[config.mk]
export PLATFORM = sky130hd
export DESIGN_NAME = spi_reg_arbiter
export DESIGN_NICKNAME = d
export VERILOG_FILES = /design/src/rtl/spi_reg_arbiter.sv
export SDC_FILE = /design/constraint.sdc
export NUM_CORES = 1
export LEC_CHECK = 0
export BUFFER_PORTS_ARGS = -buffer_cell sky130_fd_sc_hd__buf_4
export CORE_UTILIZATION = 51
export CTS_BUF_LIST = sky130_fd_sc_hd__clkbuf_2
export DETAILED_ROUTE_END_ITERATION = 7
export GPL_ROUTABILITY_DRIVEN = 0
export HOLD_SLACK_MARGIN = 0.15
export PLACE_DENSITY = 0.87
export SYNTH_ARGS = -nofsm -noshare
export SYNTH_HDL_FRONTEND = slang
export SYNTH_SLANG_ARGS = --single-unit
[constraint.sdc]
create_clock -name sys_clk -period 2.6 [get_ports sys_clk]
set_input_delay 0.52 -clock sys_clk [delete_from_list [all_inputs] [get_ports sys_clk]]
set_output_delay 0.52 -clock sys_clk [all_outputs]
set_load 0.05 [all_outputs]
[src/rtl/spi_reg_arbiter.sv]
// Round-robin arbiter sharing one single-port 8-bit register RAM between the SPI and APB paths.
// Optional SPI write protection above WP_BASE is enabled by defining SPI_ARB_WPROT_EN.
//
// state | meaning
// IDLE  | waiting for a request; grant and launch the RAM access
// ACC   | mem_en high, RAM performs the access
// CAP   | mem_rdata valid; capture read data, arm the winner's ack
// ACK   | winner's ack high; requests ignored
module spi_reg_arbiter #(
  parameter int              AW      = 8,
  parameter logic [AW-1:0]   WP_BASE = AW'(8'hF0)
) (
  input  logic          sys_clk,
  input  logic          rst_b,
  input  logic          spi_req,
  input  logic          spi_wr,
  input  logic [AW-1:0] spi_addr,
  input  logic [7:0]    spi_wdata,
  output logic          spi_ack,
  output logic [7:0]    spi_rdata,
  input  logic          apb_req,
  input  logic          apb_wr,
  input  logic [AW-1:0] apb_addr,
  input  logic [7:0]    apb_wdata,
  output logic          apb_ack,
  output logic [7:0]    apb_rdata,
  output logic          mem_en,
  output logic          mem_we,
  output logic [AW-1:0] mem_addr,
  output logic [7:0]    mem_wdata,
  input  logic [7:0]    mem_rdata,
  output logic          owner_spi,
  output logic          wp_err
);

`ifdef SPI_ARB_WPROT_EN
  localparam bit WPROT_ON = 1'b1;
`else
  localparam bit WPROT_ON = 1'b0;
`endif

  typedef enum logic [1:0] {IDLE, ACC, CAP, ACK} state_t;

  state_t        state, state_nxt;
  logic          last_spi;
  logic          lat_wr;
  logic          grant_any, grant_spi, grant_wr, wp_hit;
  logic [AW-1:0] grant_addr;
  logic [7:0]    grant_wdata;

  always_ff @(posedge sys_clk) begin
    if (!rst_b) state <= IDLE;
    else        state <= state_nxt;
  end

  // With both requests pending, SPI wins unless it won the previous contest.
  always_comb begin
    grant_any   = spi_req | apb_req;
    grant_spi   = spi_req & (~apb_req | ~last_spi);
    grant_wr    = grant_spi ? spi_wr    : apb_wr;
    grant_addr  = grant_spi ? spi_addr  : apb_addr;
    grant_wdata = grant_spi ? spi_wdata : apb_wdata;
    wp_hit      = WPROT_ON & grant_spi & grant_wr & (grant_addr >= WP_BASE);
    state_nxt   = state;
    case (state)
      IDLE:    if (grant_any) state_nxt = ACC;
      ACC:     state_nxt = CAP;
      CAP:     state_nxt = ACK;
      ACK:     state_nxt = IDLE;
      default: state_nxt = IDLE;
    endcase
  end

  always_ff @(posedge sys_clk) begin
    if (!rst_b) begin
      last_spi  <= 1'b0;
      lat_wr    <= 1'b0;
      mem_en    <= 1'b0;
      mem_we    <= 1'b0;
      mem_addr  <= '0;
      mem_wdata <= '0;
      owner_spi <= 1'b0;
      spi_ack   <= 1'b0;
      apb_ack   <= 1'b0;
      spi_rdata <= '0;
      apb_rdata <= '0;
    end else begin
      case (state)
        IDLE: begin
          if (grant_any) begin
            mem_en    <= 1'b1;
            mem_we    <= grant_wr & ~wp_hit;
            mem_addr  <= grant_addr;
            mem_wdata <= grant_wdata;
            lat_wr    <= grant_wr;
            owner_spi <= grant_spi;
            if (spi_req && apb_req) last_spi <= grant_spi;
          end
        end
        ACC: begin
          mem_en <= 1'b0;
          mem_we <= 1'b0;
        end
        CAP: begin
          // A suppressed write still counts as a write: read data is not captured.
          if (!lat_wr) begin
            if (owner_spi) spi_rdata <= mem_rdata;
            else           apb_rdata <= mem_rdata;
          end
          if (owner_spi) spi_ack <= 1'b1;
          else           apb_ack <= 1'b1;
        end
        ACK: begin
          spi_ack   <= 1'b0;
          apb_ack   <= 1'b0;
          owner_spi <= 1'b0;
        end
        default: ;
      endcase
    end
  end

`ifdef SPI_ARB_WPROT_EN
  always_ff @(posedge sys_clk) begin
    if (!rst_b)                      wp_err <= 1'b0;
    else if (state == IDLE && wp_hit) wp_err <= 1'b1;
  end
`else
  assign wp_err = 1'b0;
`endif

endmodule
==> results list, run 1 <==
* Quantity of hold-fixing buffers added after cts: 0
- The worst setup path is launched from a flop.
- In the post-route analysis, the smallest setup slack over all paths is 874 ps.
- Buffers added to address setup during post-CTS repair amount to 0.
* Count of antenna diodes in the layout: 0
- For this design the ratio of total power to cell area is 1050 nW/um^2.
- Quantity of gates resized following cts: 0
- Final net count: 324
- The number of global-route vias before repair came to 1475.
* Final worst path period share: 0.664
* Status: finished, final reports clean
- Clock Skew: 7.41 ps
- Entering global routing, the biggest net connects 45 pins.
- In the final layout, the share of cells above drive strength 1 is 0.336.
- The tree is rooted in a sky130_fd_sc_hd__clkbuf_2.
- Counting both buffers and inverters, the worst setup path holds a total of 1.
- Synthesized-area fraction occupied by xor and xnor cells: 0.00489
* Worst slew pin tran: 740 ps
- Compound-cell area share of the yosys netlist: 0.208
- Final hold analysis gives a worst-case slack of 321 ps.
- The first TritonRoute pass finished after 6 iterations.
- Post-synthesis cell count: 197
- Of all nets on the critical path, the largest fanout is 18.
* Bufs on Longest Clock Path: 2
- Die extent in y: 61.3 um
- Arrival time of the worst setup path: 2090 ps
* Reported leakage power: 1.17 nW
* Max frequency: 0.579 GHz
- In this run, synthesis produced a sequential element count of 41.
- Number of distinct library cells after synthesis: 31
- Post-synthesis cell area: 1790 sq um
- Via count: 1628
- Of all flip-flops after synthesis, the portion carrying an async set or reset was 0.
- Global-route wire length before repair: 6470 um
* Number of antenna violations at the first check in global routing: 0
- Share of cell area taken by muxes after synthesis: 0.0950
* Area of the core: 3340 sq um
- By area the synthesized netlist is led by sky130_fd_sc_hd__dfxtp_1 46%, sky130_fd_sc_hd__mux2i_1 9.5%, sky130_fd_sc_hd__a21oi_1 9.2%.
- Top cells by count, synth: 41 x sky130_fd_sc_hd__dfxtp_1, 33 x sky130_fd_sc_hd__a21oi_1, 20 x sky130_fd_sc_hd__nand2_1
- In the routed layout, each cell is associated on average with a via count of 5.09.
- The die is 61.3 um wide.
- Number of clock sinks: 41
- Fin Setup TNS: 0 ps
* Final-report setup violation count: 0
* Worst hold path class: in2reg
- Fraction of the yosys area taken by sequential cells: 0.458
- After the first detailed-routing iteration, the DRC count stood at 64.
- In this run the tool buffered the top-level ports with 82 buffer cells.
- Cell breakdown of the critical path: inv_1 -> ha_1 -> o21a_1 -> o21ai_0 -> a21oi_1
* Most common flop cell mapped by yosys: sky130_fd_sc_hd__dfxtp_1
- Row count: 21
- H-tree Lvls: 2
* Max-slew violation count: 0
- The clock reaches the later pin of the worst-skew pair after 410 ps.
- Final cell count without fillers: 320
- Cell taking the most area after synthesis: sky130_fd_sc_hd__dfxtp_1
- Of the total synthesized cell area, the portion taken by AND, OR, NAND and NOR gates is 0.143.
* Total Die Area: 3750 sq um
* Ys Warns: 0
- 84 I/O pins were placed.
- The most common cell in the synthesized netlist is sky130_fd_sc_hd__dfxtp_1.
- GRT Resource Usage Total: 0.235
- Power comes to 2.58 mW.
- By startpoint and endpoint, the worst setup path is classified as reg2reg.
- Total congestion overflow after global routing: 0
- The detail route stage leaves a number of antenna-violating nets equal to 0.
- Unrepaired setup endpoints after global routing: no
* Top Family by Delay on Critical Path: compound AO/OA/AOI/OAI gates
* Type of destination of the critical path: flop
- The routed design could run at a clock period as short as 1730 ps.
* Count of flip-flops with a built-in enable after synthesis: 0
- Final hold violation count: 0
- For this configuration, the core starts out at a cell density of 0.537.
- Dividing the synthesized area by the synthesized cell count gives 9.09 sq um.
* Worst slack after detailed placement: 916 ps
- Number of instances in the placed design: 312
- In this run, CTS created clock tree buffers numbering 5.
- Among all stages on the critical path, the largest delay is contributed by sky130_fd_sc_hd__o21a_1.
- Drt wl/cell: 12.9 um
- The tool flagged a number of max-cap violations equal to 0.
- TritonCTS clock tree: built
* Final HPWL DP: 2930 um
- Worst Path Required: 2960 ps
- On the worst path, the slowest cell contributes a delay of 530 ps.
- After clock tree synthesis, the clock-pin slew on the worst setup and hold paths is 190 ps.
* Total routed wirelength: 4120 um
- Headroom to the max-slew limit: 0.507
* Synthesized netlist net count: 248
* Synth top area share: 0.458
- By area, the combinational part of the netlist is dominated by compound AO/OA/AOI/OAI gates.
- The area growth from synthesis to layout is 37.0%.
* Drc violations: 0
- Of the total synthesized cell area, the portion taken by full adders, half adders and majority gates is 0.0349.
- IR analysis of the VDD net gives a maximum drop of 0.627 mV.
-- sequential cells by signal, indices dropped and copies added (netlist names) --
register,cells
state,2
last_spi,1
lat_wr,1
mem_addr,8
apb_rdata,8
spi_ack,1
mem_wdata,8
owner_spi,1
apb_ack,1
mem_we,1
spi_rdata,8
mem_en,1
-- power by group --
part / leakage, nW / internal, mW / switching [mW]
sequential: 0.336 / 0.791 / 0.101
clock: 0.0406 / 0.164 / 0.206
combinational: 0.790 / 0.434 / 0.887
total: 1.17 / 1.39 / 1.19
-- layout make-up --
| class | instances | area (sq um) |
|---|---|---|
| sequential | 41 | 821 |
| multi-input combinational | 138 | 873 |
| inverter | 4 | 15.0 |
| timing repair buffer | 83 | 623 |
| clock buffer | 6 | 30.0 |
| fill | 265 | 883 |
| clock inverter | 2 | 33.8 |
| tap | 46 | 57.6 |
-- worst min-delay path, cell delays in order --
cell and delay [ps]:
sky130_fd_sc_hd__buf_4 110, sky130_fd_sc_hd__nand2_1 40, sky130_fd_sc_hd__a21oi_1 50
-- metal layers --
metal	vias up	global-route usage	wire length [um]
li1	827	-	-
met1	740	0.282	1740
met2	55	0.399	2100
met3	6	0.0714	214
met4	0	0.0812	63
met5	-	0	0
-- through the flow --
stage | cell area (sq um) | utilization
after floorplan | 1790 | -
after global placement | 2390 | 0.716
after detailed placement | 2390 | 0.716
after CTS | 2450 | 0.735
after global routing | 2450 | 0.735
final | 2450 | 0.735
-- path summary, 6_finish.rpt --
path / start / endpoint / slack [ps] / depth (start not counted)
setup / recovery: state[0]$_SDFFE_PN0P_ / mem_wdata[5]$_SDFFE_PN0P_ / 870 / 5
hold / removal: apb_addr[7] / mem_addr[7]$_SDFFE_PN0P_ / 320 / 3
setup reg to reg: state[0]$_SDFFE_PN0P_ / mem_wdata[5]$_SDFFE_PN0P_ / 870 / 5
hold reg to reg: spi_rdata[3]$_SDFFE_PN0P_ / spi_rdata[3]$_SDFFE_PN0P_ / 540 / 2
-- placed cells by master, fill, tap and decap left out, drive strengths merged --
master   Yosys  routed
nor2b       17      17
ha           5       5
nand2b       2       2
o21a         3       3
buf          8      83
conb         1       1
nor3b        1       1
nand2       20      20
a21bo        1       1
nand3        3       3
bufinv       0       1
inv          4       4
and2         1       1
o2111ai      2       2
nand4        1       1
clkbuf       6       6
a21boi       3       3
nand3b       1       1
o211a        1       1
nor2         3       3
xnor2        1       1
dfxtp       41      41
a21oi       33      33
mux2i       17      17
o21ai       20      20
a32oi        1       1
or3b         1       1
clkinv       0       1
-- cell families after synthesis --
logic type,after synthesis
buffers and inverters,18
other,1
AND/OR/NAND/NOR,50
XOR/XNOR,1
AO/OA/AOI/OAI,64
multiplexers,17
adder cells (fa/ha/maj),5
flip-flops,41
Power figures use the tool's default switching activity.
==> run 2: changes to the inputs <==
CORE_UTILIZATION = 43   (was 51)
PLACE_DENSITY = 0.78   (was 0.87)
clock period = 1.49 ns   (was 2.6 ns; I/O delays follow)
==> run 2 against run 1 <==
  * Sequential share of layout area down 4.0 points
  * Count of clock-buffer cells in the layout did not move
  * Worst hold slack worse by 160 ps
  * Clock skew grew 14 ps
  * Global-route usage shrank 1.7 points
  * Critical path type unchanged
==> results list, run 2 (synthesis gave the netlist of run 1 again) <==
* Arrival time of the worst setup path: 1770 ps
- For this block, the routed nets add up to 4690 um of wire.
* Via count: 1783
* Global Route met3 Usage: 0.0497
- Proportion of power drawn by combinational gates: 0.536
- Once the clock tree was built, the setup fixing pass inserted 0 buffers.
- Met2 global-route usage: 0.369
- Dividing total power by cell area gives a power density of 1690 nW/um^2.
* Clock Latency Late Sink: 400 ps
* Max frequency: 0.689 GHz
- Clock root cell: sky130_fd_sc_hd__clkbuf_2
- The die covers 4430 sq um.
- Starting utilization of the core area: 0.448
* GR Util met1: 0.252
- Tracing the worst setup path back leads to its startpoint at state[1]$_SDFFE_PN0P_.
- The analysis attributes to cell leakage a power of 1.31 nW.
- The H-tree generated during clock tree synthesis spans 2 levels.
- Bufs on Longest Clock Path: 2
- The first TritonRoute pass finished after 4 iterations.
- Final net count: 353
- Entering global routing, the biggest net connects 45 pins.
* Startpoint class of the critical path: flop
- 0 antenna diodes ended up in the layout.
- Compared with the post-synthesis result, the final layout area differs by 56.3%.
- Clock Skew: 21.4 ps
* Switching power as a share of total power: 0.452
* Fraction of power consumed by the clock network: 0.135
* Status: finished, final reports clean
* Commonest non-fill, non-tap cell in the layout: sky130_fd_sc_hd__buf_4
- Category of the critical setup timing path: reg2reg
- Number of antenna violations at the first check in global routing: 0
* Worst Path Required: 1800 ps
- Clock transition time at the flip-flop clock pins of the worst setup and hold paths: 190 ps
- Highest ir drop seen on vdd: 1.15 mV
- The share of total power dissipated in sequential elements is 0.329.
* Final HPWL DP: 2900 um
- Source of the worst register-to-register timing path: state[1]$_SDFFE_PN0P_
- Area of the multi-input gates: 907 sq um
* Final critical-path required period: 1450 ps
- From left edge to right edge, the die measures 66.5 um.
- Max-cap violations in this run came to 0.
* Final-report setup violation count: 0
- After detailed routing, the number of remaining DRC violations is 0.
* Global-route wire length before repair: 7360 um
* Buffers on Ports: 82
- Pint: 2.60 mW
* Share of post-route cells with drive strength above 1: 0.347
- TritonCTS clock tree: built
- Most used cells in the layout excluding fill and tap cells: 86 x sky130_fd_sc_hd__buf_4, 39 x sky130_fd_sc_hd__dfxtp_1, 33 x sky130_fd_sc_hd__a21oi_1, 23 x sky130_fd_sc_hd__dlygate4sd3_1, 20 x sky130_fd_sc_hd__nand2_1
- The number of failing hold endpoints at the final stage is 0.
- Routed via count divided by cell count: 5.05
- GRT Resource Usage Total: 0.218
- Net load switching power: 2.14 mW
- Dividing the detail-routed wire length by the instance count gives 13.3 um.
* Unrepaired setup endpoints after global routing: yes
- The number of global-route vias before repair came to 1705.
* Total congestion overflow after global routing: 0
* Die extent in y: 66.5 um
- Of the available clock period, the critical path in the final layout requires 0.973.
- The global routing stage identified its most utilized layer as met2.
- Worst hold path class: in2reg
- Headroom to the max-slew limit: 0.642
- DRT iter0 DRCs: 54
* Row count: 23
* Sequential cell area in the final layout: 823 sq um
* Hold path start: mem_rdata[4]
- IO Count: 84
- Residual antenna-violating net count after detailed routing: 0
- The number of max-slew violations in the final report was 0.
- For the pin with the worst max-slew slack, the measured transition is 536 ps.
- Inserted Clock Buffers: 5
- Fill cells: 322
- Along the worst path, the maximum fanout reaches 5.
* Number of clock sinks: 41
- Type of destination of the critical path: flop
- Worst slack on hold paths: 157 ps
* Power after layout: 4.74 mW
- The core region is 4000 sq um.
run 2: cell types whose count changed in the layout (fill, tap and decap cells not counted), sizes merged:
cell	change
buf	+6
dlygate4sd3	+23
run 2: through the flow:
step	util	std cells	instance area [sq um]	setup slack [ps]	setup TNS [ps]
final	0.700	353	2800	39.5	0
after global routing	0.700	353	2800	-42.0	-116
after CTS	0.685	351	2740	14.8	0
after detailed placement	0.616	322	2460	-39.4	-367
after global placement	0.616	322	2460	10.6	0
after floorplan	-	197	1790	58.1	0
run 2: power by group through the flow:
stage	registers, mW	clock network, mW	logic [mW]
6_report	1.56	0.639	2.54
5_1_grt	1.59	0.689	2.72
4_1_cts	1.54	0.644	2.45
3_5_place_dp	1.57	0	2.39
3_3_place_gp	1.56	0	2.37
2_1_floorplan	2.40	0	0.835
run 2: metal layers:
layer / vias to the layer above / wire, um
li1: 882 / -
met1: 824 / 1950
met2: 63 / 2390
met3: 14 / 224
met4: 0 / 132
met5: - / 0
run 2: timing repair:
action	in CTS	in global routing
hold buffers	21	2
gates resized for setup	1	10
hold endpoints to repair	22	2
setup endpoints to repair	18	29
run 2: path summary, 6_finish.rpt:
kind	to	slack (ps)	depth (start not counted)
setup / recovery	state[1]$_SDFFE_PN0P_	40	5
setup reg to reg	state[1]$_SDFFE_PN0P_	40	5
hold reg to reg	mem_we$_SDFFE_PN0P_	510	2
hold / removal	spi_rdata[4]$_SDFFE_PN0P_	160	3
run 2: final cells by class:
class,instances,area share
Timing Repair Buffer,112,0.331
Multi-Input combinational cell,138,0.324
Sequential cell,41,0.294
Tap cell,50,0.0224
Clock inverter,2,0.0121
Clock buffer,6,0.0107
Inverter,4,0.00536
run 2: worst max-delay path, stage by stage, from the launching register on:
cell and delay [ps]:
sky130_fd_sc_hd__dfxtp_2 380, sky130_fd_sc_hd__inv_1 100, sky130_fd_sc_hd__ha_2 260, sky130_fd_sc_hd__or3b_4 430
sky130_fd_sc_hd__mux2i_1 150, sky130_fd_sc_hd__nor2b_1 50
